<file path="src/rtl/stack_ram.sv">
// Storage-side responder for the processor stack: push/pop/load with window bounds,
// occupancy tracking and sticky overflow/underflow. Define STACK_PARITY_EN for per-entry parity.
module stack_ram #(
    parameter logic [7:0] TOP    = 8'hFF,
    parameter logic [7:0] BOTTOM = 8'hB0
) (
    input  logic       clk,
    input  logic       rst_n,
    input  logic       req_valid,
    output logic       req_ready,
    input  logic [1:0] rw,
    input  logic [7:0] addr,
    input  logic [7:0] wdata,
    output logic [7:0] rdata,
    output logic       rdata_valid,
    output logic [6:0] occupancy,
    output logic       overflow,
    output logic       underflow
`ifdef STACK_PARITY_EN
    ,
    output logic       parity_err
`endif
);

    localparam int DEPTH = int'(TOP) - int'(BOTTOM) + 1;
    localparam int IW    = $clog2(DEPTH);
    localparam logic [6:0] DEPTH_C = 7'(DEPTH);
    localparam logic [7:0] DEPTH_8 = 8'(DEPTH);
`ifdef STACK_PARITY_EN
    localparam int EW = 9;
`else
    localparam int EW = 8;
`endif

    localparam logic [1:0] OP_PUSH = 2'b01;
    localparam logic [1:0] OP_POP  = 2'b10;
    localparam logic [1:0] OP_LOAD = 2'b11;

    typedef enum logic {ST_IDLE, ST_RD} state_t;
    state_t state_q, state_d;

    // Handshake: a request is taken on a rising edge where req_valid && req_ready;
    // while req_ready is low the requester holds rw/addr/wdata stable.
    logic acc;
    assign acc = req_valid & req_ready;

    // Window tests use wrapped offsets so a single unsigned compare covers both bounds.
    logic [7:0]    off_a, off_l;
    logic          in_win, load_ok;
    logic [IW-1:0] idx, rd_idx;
    logic [6:0]    occ_load;
    logic          rd_bad;
    logic [EW-1:0] mem [DEPTH];
    logic [EW-1:0] entry_w, rd_entry;

    assign off_a    = addr - BOTTOM;
    assign in_win   = off_a < DEPTH_8;
    assign idx      = IW'(addr - BOTTOM);
    assign off_l    = wdata - (BOTTOM - 8'd1);
    assign load_ok  = off_l <= DEPTH_8;
    assign occ_load = 7'(TOP - wdata);
    assign rd_entry = mem[rd_idx];
`ifdef STACK_PARITY_EN
    assign entry_w  = {^wdata, wdata};
`else
    assign entry_w  = wdata;
`endif

    always_ff @(posedge clk or negedge rst_n) begin
        if (!rst_n) state_q <= ST_IDLE;
        else        state_q <= state_d;
    end

    always_comb begin
        state_d = state_q;
        case (state_q)
            ST_IDLE: if (acc && rw == OP_POP) state_d = ST_RD;
            ST_RD:   state_d = ST_IDLE;
            default: state_d = ST_IDLE;
        endcase
    end

    always_comb begin
        req_ready = (state_q == ST_IDLE);
    end

    // Storage is never reset; its contents are undefined after power-up.
    always_ff @(posedge clk) begin
        if (acc && rw == OP_PUSH && in_win) mem[idx] <= entry_w;
    end

    always_ff @(posedge clk or negedge rst_n) begin
        if (!rst_n) begin
            rd_idx      <= '0;
            rd_bad      <= 1'b0;
            rdata       <= 8'h00;
            rdata_valid <= 1'b0;
            occupancy   <= 7'd0;
            overflow    <= 1'b0;
            underflow   <= 1'b0;
`ifdef STACK_PARITY_EN
            parity_err  <= 1'b0;
`endif
        end else begin
            rdata_valid <= 1'b0;
            if (acc) begin
                case (rw)
                    OP_PUSH: begin
                        if (in_win) begin
                            if (occupancy != DEPTH_C) occupancy <= occupancy + 7'd1;
                        end else begin
                            overflow <= 1'b1;
                        end
                    end
                    OP_POP: begin
                        rd_idx <= idx;
                        rd_bad <= !in_win;
                    end
                    OP_LOAD: begin
                        if (load_ok) begin
                            occupancy <= occ_load;
                        end else begin
                            occupancy <= 7'd0;
                            overflow  <= 1'b1;
                        end
                    end
                    default: ;
                endcase
            end
            // End of the RD cycle: deliver the registered read.
            if (state_q == ST_RD) begin
                rdata_valid <= 1'b1;
                if (rd_bad) begin
                    rdata     <= 8'h00;
                    underflow <= 1'b1;
                end else begin
                    rdata <= rd_entry[7:0];
                    if (occupancy != 7'd0) occupancy <= occupancy - 7'd1;
`ifdef STACK_PARITY_EN
                    if (^rd_entry) parity_err <= 1'b1;
`endif
                end
            end
        end
    end

endmodule

</file>
<file path="config.mk">
export PLATFORM = sky130hd
export DESIGN_NAME = stack_ram
export DESIGN_NICKNAME = d
export VERILOG_FILES = /design/src/rtl/stack_ram.sv
export SDC_FILE = /design/constraint.sdc
export NUM_CORES = 1
export LEC_CHECK = 0
export BUFFER_PORTS_ARGS = -buffer_cell sky130_fd_sc_hd__buf_2
export CORE_ASPECT_RATIO = 2
export CORE_UTILIZATION = 65
export CTS_CLUSTER_DIAMETER = 200
export DETAILED_ROUTE_END_ITERATION = 7
export GPL_TIMING_DRIVEN = 0
export HOLD_SLACK_MARGIN = 0.06
export PLACE_DENSITY = 0.82
export SYNTH_ARGS = -nofsm -noshare
export SYNTH_HDL_FRONTEND = slang
export SYNTH_SLANG_ARGS = --single-unit
</file>
<file path="constraint.sdc">
create_clock -name clk -period 5 [get_ports clk]
set_input_delay 0.75 -clock clk [delete_from_list [all_inputs] [get_ports clk]]
set_output_delay 0.75 -clock clk [all_outputs]
set_load 0.02 [all_outputs]
</file>
## Word-level counts from Yosys, hierarchy flattened

Memories as Yosys holds them, arrays and structs flattened.
Cells that the tools add are included.
W data, S select, Z words.

| operators by class | value |
|---|---|
| bitwise operators | 2 |
| mux-type cells | 17 |
| multiply operators | 0 |
| $add $sub $neg | 5 |
| shift operators | 0 |
| order comparisons | 2 |
| divide/modulo/power cells | 0 |
| reductions and logical operators | 9 |
| equality and inequality tests | 6 |

Operators by type and width:

| operator | number |
|---|---|
| $mux W7 | 7 |
| $sub A8 B8 Y8 const B | 2 |
| $pmux W7 S2 | 1 |
| $le A8 B7 Y1 const B | 1 |
| $lt A8 B7 Y1 const B | 1 |
| $mux W8 | 1 |
| $add A7 B1 Y7 const B | 1 |
| $ne A7 B7 Y1 const B | 1 |
| $reduce_bool A7 Y1 | 1 |
| $sub A7 B1 Y7 const B | 1 |
| $sub A7 B7 Y7 const A | 1 |
| $mux W1 | 6 |
| $eq A2 B2 Y1 const B | 2 |
| $ne A2 B2 Y1 const B | 2 |
| $pmux W1 S2 | 2 |
| $reduce_and A2 Y1 | 2 |
| $reduce_and A4 Y1 | 1 |
| $logic_and A1 B1 Y1 | 3 |
| $eq A2 B1 Y1 const B | 1 |
| $reduce_bool A2 Y1 | 1 |
| $and A1 B1 Y1 | 1 |
| $logic_not A1 Y1 | 1 |
| $not A1 Y1 | 1 |

| storage, ports and cells | value |
|---|---|
| register bits | 27 |
| memory bits (read-only) | 0 |
| logic and storage cells | 50 |
| latch bits | 0 |
| memory bits (writable) | 640 |
| memories kept | 1 |

Memory list:

| name | words | width | rd ports | clocked after memory_dff | write ports | RTL line | RTL |
|---|---|---|---|---|---|---|---|
| mem | 80 | 8 | 1 | 0 | 1 | 53 | `logic [EW-1:0] mem [DEPTH];` |

## Longest topological paths before layout

| depth | value |
|---|---|
| word-level depth | 8 |
| gate-level depth with buffers | 11 |
| depth with buffers taken out | 8 |

## Worst setup path before layout

OpenSTA, ideal clock, no wires.

| timing path | value |
|---|---|
| path type | input-to-reg |
| start | in addr[4] |
| end | mem mem[38][0], enable pin |
| stages on the path | 7 |
| setup time | 0.371 ns |
| setup slack | 1.845 ns |
| arrival time | 2.785 ns |
| data required time | 4.629 ns |
| buffers on the path | 0 |
| cell sequence | ha_1 -> xor2_1 -> nor2_1 -> or2_2 -> nor3_2 -> nand3_1 -> nor2_1 |

| between the ends | value |
|---|---|
| word-level cells in the longest chain between the ends | 5 |

Ends and longest elaborated chain:

| element | RTL line | RTL |
|---|---|---|
| from (decl) | 12 | `input logic [7:0] addr,` |
| $sub A8 B8 Y8 * | 58 | `assign idx = IW'(addr - BOTTOM);` |
| $lt A8 B7 Y1 | 57 | `assign in_win = off_a < DEPTH_8;` |
| $logic_and A1 B1 Y1 | 89 | `if (acc && rw == OP_PUSH && in_win) mem[idx] <= entry_w;` |
| $mux W1 | 89 |  |
| $mux W1 (implied by the code) | 89 |  |
| to (decl) | 53 |  |

Every way passes the cells marked *; elsewhere a longest branch is shown, timed or not.

## Worst setup path in the final report

| timing path | value |
|---|---|
| start | in addr[4] |
| end | mem mem[46][7], enable pin |

Same word-level chain as after synthesis.

==> metrics <==
outcome complete, no violations; Achievable Freq 235 MHz; Req. time, crit path 5200 ps; antenna viol nets, final 0; critical path peak fanout 10; CP top delay family simple AND/OR/NAND/NOR gates; Final Critical Period 4260 ps; Root Buffer Master clkbuf_16; DPL Wire Length 43.1 mm; Setup Viol. Count Final 0; htree depth 2; Reg2Reg Launch Point state_q; syn avg cell area 19.6 um^2; Final nets 1468; CTS tree built; CP Buf/Inv Count 1; vias in the first global route 14604; cts bufs inserted 51; Synth cell types 62; worst setup path startpoint addr[4]; CP Depth 8; Syn Nets 1376; class of the worst hold path input pin to async pin; Synth Register Bits 667; CTS resizes 0; Core Region 0.0402 mm^2; Leak 0.00917 uW; worst r2r path cells 6; Vias/cell 7.08; clk buf depth 3; Setup crit end mem[46][7]; port bufs 39; Fin. Hold Viols 0; PnR worst setup slack 743 ps; Post-Syn Area 0.0264 mm^2; number of flops mapped to enable cells by yosys 640; worst r2r dst mem[46][7]; all-layer global routing usage 34.4%; Final period util 85.1%; Die Y 287 um; clk sinks 667; setup tns final 0 ps; Synthesis Warnings 0; Residual DRC 0; final core occ 72.1%; Clk Latency, worst-skew pair 580 ps; max-capacitance violation count 0; Reg clk slew, reported paths 70 ps; largest net degree at the start of global routing 83; Slew headroom 21.4%; final wirelength 68.2 mm; fill cell count 2209; crit path cell chain buf_2, ha_1, xor2_1, nor2_1, or2_2, nor3_2, nand3_1, nor2_1; Syn Inst Count 1350; kind of critical path input pin to flop; site row count 104; total grt overflow 0; first-pass GRT wire length 97.5 mm; WL/cell 33.8 um; initial antenna violation count 3; drt first-iter violations 1857; Area growth syn-to-layout 9.76%; die area 0.0415 mm^2; Slowest-stage cell, CP nor2_1; worst slew pin tran 1180 ps; PwrDens 427 mW/mm^2; Setup Skew 13.1 ps; internal reg-to-reg setup slack 1200 ps; Worst EP arrival 4460 ps; Peak VDD IR 0.276 mV; CP most frequent cell nor2_1; share of layout cells above drive strength 1 19.1%; Fin Hold WS 215 ps; CP startpoint kind input pin; cts hold-fix bufs 0; via count 14274; Final Instance Area 0.0290 mm^2; Detailed Routing Iterations Pass 1 5; Die Wd 145 um; element type at the critical path end flop; placed cell area 0.0273 mm^2; Starting Density 65.7%; postcts setup bufs 0; asr flop ratio synth 4.05%; Synth Flop Type edfxtp_1; post-synthesis sequential area ratio 75.3%; io pins 40; RSZ-0062 raised after global routing no; delay of the slowest cell on the worst path 960 ps; Placer Congestion 0.922; Place WS 276 ps; Final Max Tran Viols 0
==> cells in the mapped netlist (15+ instances only) <==
| master | instances | area share, % |
|---|---|---|
| edfxtp_1 | 640 | 73 |
| mux4_2 | 131 | 11 |
| mux2i_1 | 100 | 3.8 |
| nor2_1 | 99 | 1.4 |
| nand2_1 | 47 | 0.67 |
| a22oi_1 | 39 | 1.1 |
| clkbuf_1 | 32 | 0.45 |
| dfrtp_1 | 27 | 2.6 |
| a21oi_1 | 20 | 0.38 |
| nand3_1 | 20 | 0.38 |
| nor2b_1 | 18 | 0.43 |
| buf_2 | 15 | 0.28 |
==> worst reg2reg max path: cells and delay by family, from the launching register on <==
| family | cells | cell delay, ps |
|---|---|---|
| simple gates | 5 | 2740 |
| flops | 1 | 390 |
| buf+inv | 1 | 280 |
==> how the worst min path moves through the flow <==
stage	start	to	slack, ps	depth (start not counted)
after floorplan	state_q	rdata_valid	370	0
after global placement	state_q	rdata_valid	380	0
after detailed placement	state_q	rdata_valid	390	0
after CTS	rst_n	rdata[5]	210	1
after global routing	rst_n	rdata[6]	260	1
final	rst_n	rdata[1]	210	1
==> flip-flops by register name (all words and copies together), names as in the netlist <==
signal and count:
mem 640, occupancy 7, overflow 1, rd_bad 1
rd_idx 7, rdata 8, rdata_valid 1, state_q 1
underflow 1
==> area by class of cell <==
| cell class | count | area (um^2) | area share (%) |
|---|---|---|---|
| clock inverters | 34 | 343 | 1.18 |
| inverters | 13 | 48.8 | 0.168 |
| multi-input cells | 601 | 6130 | 21.1 |
| plain buffers | 69 | 339 | 1.17 |
| flip-flops and latches | 667 | 19900 | 68.6 |
| repair buffers | 39 | 215 | 0.742 |
| well taps | 530 | 663 | 2.29 |
| diodes | 2 | 5.00 | 0.0173 |
| clock buffers | 60 | 1350 | 4.67 |
==> report_power, final <==
| group | switching, uW | internal, uW |
|---|---|---|
| sequential | 76.6 | 6180 |
| clock | 1900 | 2300 |
| combinational | 1210 | 732 |
| total | 3180 | 9210 |
==> cell usage in the layout, fill, tap and decap left out, types with 10 or more instances in the layout <==
master	count
edfxtp_1	640
mux2i_1	100
clkinv_1	17
inv_1	10
o22ai_1	10
dfrtp_1	27
buf_4	16
buf_2	46
nand2_1	47
clkbuf_16	53
clkbuf_1	39
a22oi_1	39
a21oi_1	20
nor2_1	99
nand3_1	20
nor2b_1	18
mux4_2	131
==> per-layer routing <==
metal	share of wire [%]	wire (um)	global-route usage, %
met1	30	20800	37.7
met2	52	35300	59.0
met3	8.6	5860	5.55
met4	9.1	6220	26.3
met5	0.022	15	0
==> stage by stage <==
step,std cells,total power [uW]
floorplan,1350,7540
global placement,1919,8180
CTS,2013,12300
detailed placement,1919,8230
global route,2015,12600
finish,2015,12400
==> kinds of logic (layout without fill, tap and decap cells) <==
group,Yosys count,count (layout),share of synthesized area (%)
compound gates,128,128,3.52
xor+xnor,9,9,0.298
fa+ha+maj,5,5,0.237
buf+inv,82,215,1.47
flops,667,667,75.3
mux,240,240,15.3
other cells,0,2,0
simple gates,219,219,3.81
Note: power is estimated with default switching activity, not from simulation.
